===== src/rtl/psc_trigger.sv =====
`timescale 1ns/1ps
// psc_trigger: turns an async active-low EVR trigger into one UART-style frame (start, TRIG_CODE LSB first, stop).
// Define PSC_TRIG_PARITY_EN to insert an even-parity bit before the stop bit.
module psc_trigger #(
  parameter int unsigned CLKS_PER_BIT = 50,
  parameter logic [7:0]  TRIG_CODE    = 8'h20
) (
  input  logic clk,
  input  logic reset,
  input  logic evr_trigger,
  output logic psc_output
);

  typedef enum logic [2:0] {
    IDLE,
    START,
    DATA,
`ifdef PSC_TRIG_PARITY_EN
    PARITY,
`endif
    STOP
  } state_t;

  localparam logic [15:0] LAST_CNT = 16'(CLKS_PER_BIT - 1);
`ifdef PSC_TRIG_PARITY_EN
  localparam logic PARITY_BIT = ^TRIG_CODE;
`endif

  logic        sync1, sync2, hist, edge_q, armed;
  logic [1:0]  vld_pipe;
  state_t      state;
  logic [15:0] cnt;
  logic [2:0]  bit_idx;
  logic        bit_end;

  assign bit_end = (cnt == LAST_CNT);

  always_ff @(posedge clk) begin
    if (reset) begin
      sync1      <= 1'b1;
      sync2      <= 1'b1;
      hist       <= 1'b1;
      vld_pipe   <= '0;
      armed      <= 1'b0;
      edge_q     <= 1'b0;
      state      <= IDLE;
      cnt        <= '0;
      bit_idx    <= '0;
      psc_output <= 1'b1;
    end else begin
      sync1    <= evr_trigger;
      sync2    <= sync1;
      hist     <= sync2;
      vld_pipe <= {vld_pipe[0], 1'b1};
      // Only arm once a real high has been synchronized, so a line held low through reset never fires.
      armed    <= armed | (vld_pipe[1] & sync2);
      edge_q   <= armed & hist & ~sync2;
      cnt      <= bit_end ? '0 : cnt + 16'd1;

      case (state)
        IDLE: begin
          cnt        <= '0;
          bit_idx    <= '0;
          psc_output <= 1'b1;
          if (edge_q) begin
            state      <= START;
            psc_output <= 1'b0;
          end
        end
        START: if (bit_end) begin
          state      <= DATA;
          psc_output <= TRIG_CODE[0];
        end
        DATA: if (bit_end) begin
          if (bit_idx == 3'd7) begin
`ifdef PSC_TRIG_PARITY_EN
            state      <= PARITY;
            psc_output <= PARITY_BIT;
`else
            state      <= STOP;
            psc_output <= 1'b1;
`endif
          end else begin
            bit_idx    <= bit_idx + 3'd1;
            psc_output <= TRIG_CODE[bit_idx + 3'd1];
          end
        end
`ifdef PSC_TRIG_PARITY_EN
        PARITY: if (bit_end) begin
          state      <= STOP;
          psc_output <= 1'b1;
        end
`endif
        STOP: if (bit_end) begin
          state      <= IDLE;
          psc_output <= 1'b1;
        end
        default: begin
          state      <= IDLE;
          psc_output <= 1'b1;
        end
      endcase
    end
  end

endmodule


===== config.mk =====
export PLATFORM = sky130hd
export DESIGN_NAME = psc_trigger
export DESIGN_NICKNAME = d
export VERILOG_FILES = /design/src/rtl/psc_trigger.sv
export SDC_FILE = /design/constraint.sdc
export NUM_CORES = 1
export LEC_CHECK = 0
export ABC_AREA = 1
export ABC_CLOCK_PERIOD_IN_PS = 1400
export BUFFER_PORTS_ARGS = -buffer_cell sky130_fd_sc_hd__buf_2
export CAP_MARGIN = 5
export CORE_MARGIN = 8
export CORE_UTILIZATION = 54
export CTS_CLUSTER_SIZE = 28
export DETAILED_ROUTE_END_ITERATION = 7
export PLACE_DENSITY_LB_ADDON = 0.15
export SKIP_CTS_REPAIR_TIMING = 1
export SLEW_MARGIN = 30
export SYNTH_ARGS = -nofsm -noshare
export SYNTH_HDL_FRONTEND = slang
export SYNTH_SLANG_ARGS = --single-unit

===== constraint.sdc =====
create_clock -name clk -period 1.4 [get_ports clk]
set_clock_uncertainty 0.1 [all_clocks]
set_input_delay 0.07 -clock clk [delete_from_list [all_inputs] [get_ports clk]]
set_output_delay 0.07 -clock clk [all_outputs]
set_load 0.03 [all_outputs]

# After elaboration in Yosys (flattened, before gate mapping)
# Memories as Yosys holds them, arrays and structs flattened.
# Index checks and enable logic that the tools add are counted.
# word_totals
reg_bits	30
rom_bits	8
in_bits	3
output_inout_bits	1
word_cells	54
n_memories	1
# classes
addsub	2
n_lt_le_gt_ge	1
eq_ne	11
mux	17
bitwise	5
n_reduce_logical	6
# memory_table
name	words	word_bits	rd	rd_clocked_by_memory_dff	write_ports	line	text
(no name shown)	8	1	1	0	0	85	psc_output <= TRIG_CODE[bit_idx + 3'd1];
# ops
operator	n
3-bit 2-to-1 mux	7
16-bit by 1-bit adder with 16-bit output, second input constant	1
16-bit by 6-bit == test with 1-bit output, second input constant	1
2-bit != test, second input constant	6
3-bit one-hot mux with 4 select lines	1
1-bit 2-to-1 mux	7
3-bit by 2-bit == test with 1-bit output, second input constant	2
3-bit one-hot mux with 2 select lines	1
3-bit AND reduction	2
5-bit AND reduction	1
3-bit by 4-bit less-than comparator with 1-bit output, second input constant	1
1-bit one-hot mux with 4 select lines	1
3-bit by 1-bit adder with 3-bit output, second input constant	1
1-bit bitwise AND	3
3-bit by 1-bit == test with 1-bit output, second input constant	1
3-bit == test, second input constant	1
3-bit zero test	1
3-bit OR reduction	1
2-bit nonzero test	1
1-bit inverter	1
1-bit OR	1

# Logic depth before layout (Yosys ltp)
# logic_depth
ltp_word	6
ltp_mapped	9

# Least setup slack after synthesis
# No wires, ideal clock.
# synth_path
path_type	reg-to-reg
start	register state[0]
end	register state[0]
t_arrival_ns	1.274
required_ns	1.185
setup_slack_ns	-0.089
path_stages_with_launch	8
n_path_buf	0
synth_period_minus_slack_ns	1.489
cell_sequence	dfxtp_1 inv_1 ha_1 or3_1 nand2_2 nand3_1 nand2_1 nor2_1
# synth_between
elab_chain_cells	3
elab_cells_between_ends	11
cone_classes	eq/ne: 8; mux: 1; reduce/logical: 2
# synth_rtl
element	line	text
start, declared	31	state_t state;
start signal, assigned	46	state <= IDLE;
start signal, assigned	66	state <= START;
start signal, assigned	71	state <= DATA;
3-bit by 2-bit == test with 1-bit output, or another cell as far along	60	case (state)
2-bit != test (no line)	--	
5-bit AND reduction (no line)	--	
# Several ways; a longest one is shown, not always the timed one.
# A chain may end at the register's enable or synchronous reset.

# Worst setup path after layout
# layout_path
start	register bit_idx[0]
end	register psc_output
# layout_between
elab_chain_cells	6
elab_cells_between_ends	7
cone_classes	add/sub: 1; eq/ne: 1; mux: 4; memory: 1
# layout_rtl
element	line	text
start, declared	33	logic [2:0] bit_idx;
start signal, assigned	84	bit_idx <= bit_idx + 3'd1;
3-bit by 1-bit adder with 3-bit output	85	
memory read 8 x 1 bit	--	
1-bit 2-to-1 mux (implied by the code)	85	
1-bit 2-to-1 mux (*)	75	if (bit_idx == 3'd7) begin
1-bit 2-to-1 mux (*)	74	DATA: if (bit_end) begin
1-bit one-hot mux with 4 select lines (*)	60	
end signal, assigned	72	psc_output <= TRIG_CODE[0];
end signal, assigned	85	
end, declared	11	output logic psc_output
# Mark *: on every way between the ends. The rest lies on a longest branch, timed or not. The select of a mux whose other input is x is not followed.

==> flow_summary_export.csv <==
group,metric,value,unit
synth,synth-simple-area-share,0.3609,
clocking,clk_latency,0.34,ns
hold_path,worstHoldStart,"hist$_SDFF_PP1_",
synth,netlist_area,1453,um2
worst_setup_path,r2r_start,"bit_idx[0]$_SDFFE_PP0P_",
timing,relSlewSlack,0.7941,
timing,drv_slew,0,
global_route,grt_pass1_vias,1167,
layout,seqCellArea,615.6,um2
synth,synthTopCellsByArea,"dfxtp_1, ha_1, nand2_1, nor2_1, inv_1",
pwr,p_seq_frac,0.434,
route,wl,3666,um
global_route,grt_max_degree,14,
clocking,clock_sinks,29,
worst_setup_path,crit_arrival,1.58,ns
global_route,grt_overflow_total,0,
layout,fillers,181,
clocking,cts_inserted_buffers,5,
synth,synth_nets,201,
pwr,power_leakage,0.8002,nW
timing,tightest_slew,0.3065,ns
hold_path,hold_depth,2,
pwr,power,2.134,mW
floorplanning,start_util,0.5456,
worst_setup_path,cp_data_required_time,1.53,ns
worst_setup_path,worstReg2RegEnd,"psc_output$_SDFFE_PP1P_",
synth,synth_xor_area_frac,0.01206,
synth,synth_enable_flop_cells,0,
synth,yosysSeqAreaShare,0.3997,
pwr,clkPwrFrac,0.247,
synth,synth_warnings,0,
timing,min_period,1.456,ns
outcome,status,"complete, but fails checks",
clocking,clkTransAtPathRegs,0.11,ns
timing,final-setup-viol-count,5,
timing,hold_violations,0,
route,ant_nets,0,
clocking,tritoncts,"yes",
pwr,vdd_drop_max,1.388,mV
pwr,sw_frac_of_total,0.3492,
job,max_cap_violations,0,
worst_setup_path,cp_slowest_cell,"dfxtp_2",
clocking,root_buffer,"clkbuf_4",
timing,max_freq,686.9,MHz
worst_setup_path,rrSetupSlack,-0.06,ns
worst_setup_path,reg2regPathDepth,6,
pwr,p_int,1.389,mW
synth,synth_fa_ha_area_frac,0.08613,
synth,yosys.area.top_type,"dfxtp_1",
route,vias,1362,
global_route,antenna_found_initial,0,
synth,synth_flop_cell,"dfxtp_1",
worst_setup_path,crit_family,"adder cells",
worst_setup_path,crit_fanout,2,
worst_setup_path,path_cells,"ha_2 > ha_4 > nand2_1 > a21oi_1 > o31ai_1 > nand3_1",
timing,rsz0062_at_grt,"yes",
worst_setup_path,end_kind,"register",
pwr,p_per_area,1041,nW/um2
synth,syn_inst,188,
floorplanning,die_h,67.87,um
hold_path,worstHoldEndpoint,"edge_q$_SDFF_PP0_",
clocking,cts-htree-levels,2,
worst_setup_path,path_class,"reg -> reg",
synth,synth_top_family_by_area,"simple AND/OR/NAND/NOR gates",
pwr,power.switching,0.7454,mW
timing,worst_hold_slack,0.3373,ns
synth,synth_compound_area_frac,0.07149,
synth,postSynthAreaPerCell,7.727,um2
layout,utilization,0.7702,
layout,n_antenna_cell,0,
global_route,grt_pass1_wl,5057,um
floorplanning,die-area,4606,um2
hold_path,hold_path_class,"reg -> reg",
pwr,comb_power_share,0.320,
route,via_per_inst,5.426,
layout,syn_to_final_growth,41.17,%
placed_design,gp_congestion,0.8381,
clocking,clock_path_buffers,2,
synth,async_reset_ff_frac,0,
worst_setup_path,start_kind,"register",
global_route,gr-usage-all-layers,0.1457,
synth,synth_common_cells,"dfxtp_1, nand2_1, nor2_1",
layout,fin_nets,232,
layout,multi_input_area,999.7,um2
route,drtIter0Drc,67,
floorplanning,pin_count,4,
synth,synthMuxAreaShare,0,
synth,synth_top_area_frac,0.3997,
worst_setup_path,crit_buf_inv,0,
route,first_pass_iters,4,
timing,post-route-period-util,1.040,
timing,worst_slack,-0.05573,ns
outcome,violations,"setup timing",
floorplanning,die_w,67.87,um
floorplanning,core,2663,um2
synth,ys_ff_latch,29,
route,drc,0,
placed_design,io_buffers,3,
placed_design,pre_cts_ws,-0.09515,ns
worst_setup_path,critPathMaxStageDelay,0.36,ns
synth,synth_cell_type_count,29,
layout,drive_gt1_frac,0.4727,
floorplanning,num_rows,19,
placed_design,dpl.hpwl,2168,um
route,drt-wirelength-per-cell,14.61,um
[power by group through the flow]
| stage | Combinational [mW] | Sequential (mW) | Clock (mW) |
|---|---|---|---|
| finish | 0.682 | 0.926 | 0.526 |
| global route | 0.744 | 0.935 | 0.571 |
| CTS | 0.511 | 0.905 | 0.540 |
| detailed placement | 0.507 | 0.924 | 0 |
| global placement | 0.493 | 0.920 | 0 |
| floorplan | 0.300 | 0.944 | 0 |
[cell type report]
cell class              instances  share of cell area
clock buffers                   5             0.01830
well taps                      31             0.01891
clock inverters                 3             0.01098
repair buffers                 25              0.1190
inverters                      24             0.04515
flip-flops and latches         29              0.3002
multi-input cells             134              0.4875
[per-stage QoR]
step | setup TNS (ns) | instances | area (um2)
after floorplan | 0 | 188 | 1466
after global placement | -0.01763 | 235 | 1627
after detailed placement | -0.3692 | 235 | 1627
after CTS | -0.6397 | 243 | 1687
after global routing | -0.9068 | 251 | 2051
final | -0.1736 | 251 | 2051
[worst max path at each step]
stage | start | endpoint | slack (ns) | depth (start not counted)
after floorplan | state[0]$_SDFFE_PP0P_ | state[0]$_SDFFE_PP0P_ | 0.009 | 7
after global placement | state[1]$_SDFFE_PP0P_ | state[0]$_SDFFE_PP0P_ | -0.01 | 7
after detailed placement | bit_idx[0]$_SDFFE_PP0P_ | bit_idx[0]$_SDFFE_PP0P_ | -0.1 | 6
after CTS | bit_idx[0]$_SDFFE_PP0P_ | bit_idx[0]$_SDFFE_PP0P_ | -0.13 | 6
after global routing | bit_idx[0]$_SDFFE_PP0P_ | psc_output$_SDFFE_PP1P_ | -0.11 | 6
final | bit_idx[0]$_SDFFE_PP0P_ | psc_output$_SDFFE_PP1P_ | -0.06 | 6
[cells in the final DEF (no fill, tap or decap), drive strengths merged]
cell type and n:
o22ai 1, xnor2 1, nand3 14, or3 1, ha 10, inv 24
xor2 1, clkinvlp 3, buf 20, and2 1, a21oi 15, nand2 33
clkbuf 6, dlygate4sd3 4, nand4 7, dfxtp 29, nor2 31, nor3 8
nor3b 2, or2 5, o21ai 3, o31ai 1
[metal layers]
metal  part of all wire  global-route usage  vias to the layer above
li1                   -                   -                      672
met1               0.43              0.1815                      649
met2               0.49              0.2213                       37
met3              0.057             0.05074                        4
met4              0.018             0.06905                        0
met5                  0                   0                        -
[registers in the layout, indices dropped and copies added (netlist names)]
register    flops
bit_idx         3
state           2
sync1           1
armed           1
edge_q          1
vld_pipe        2
cnt            16
hist            1
sync2           1
psc_output      1
[worst register-to-register path, cell delays in order (launching register included)]
cell	delay [ns]
dfxtp_2	0.36
ha_2	0.21
ha_4	0.21
nand2_1	0.06
a21oi_1	0.06
o31ai_1	0.25
nand3_1	0.11
[kinds of logic after synthesis]
family | count (synthesis)
compound gates | 20
flops | 29
xor+xnor | 2
buf+inv | 25
simple gates | 102
fa+ha+maj | 10
Note: power is estimated with default switching activity, not from simulation.
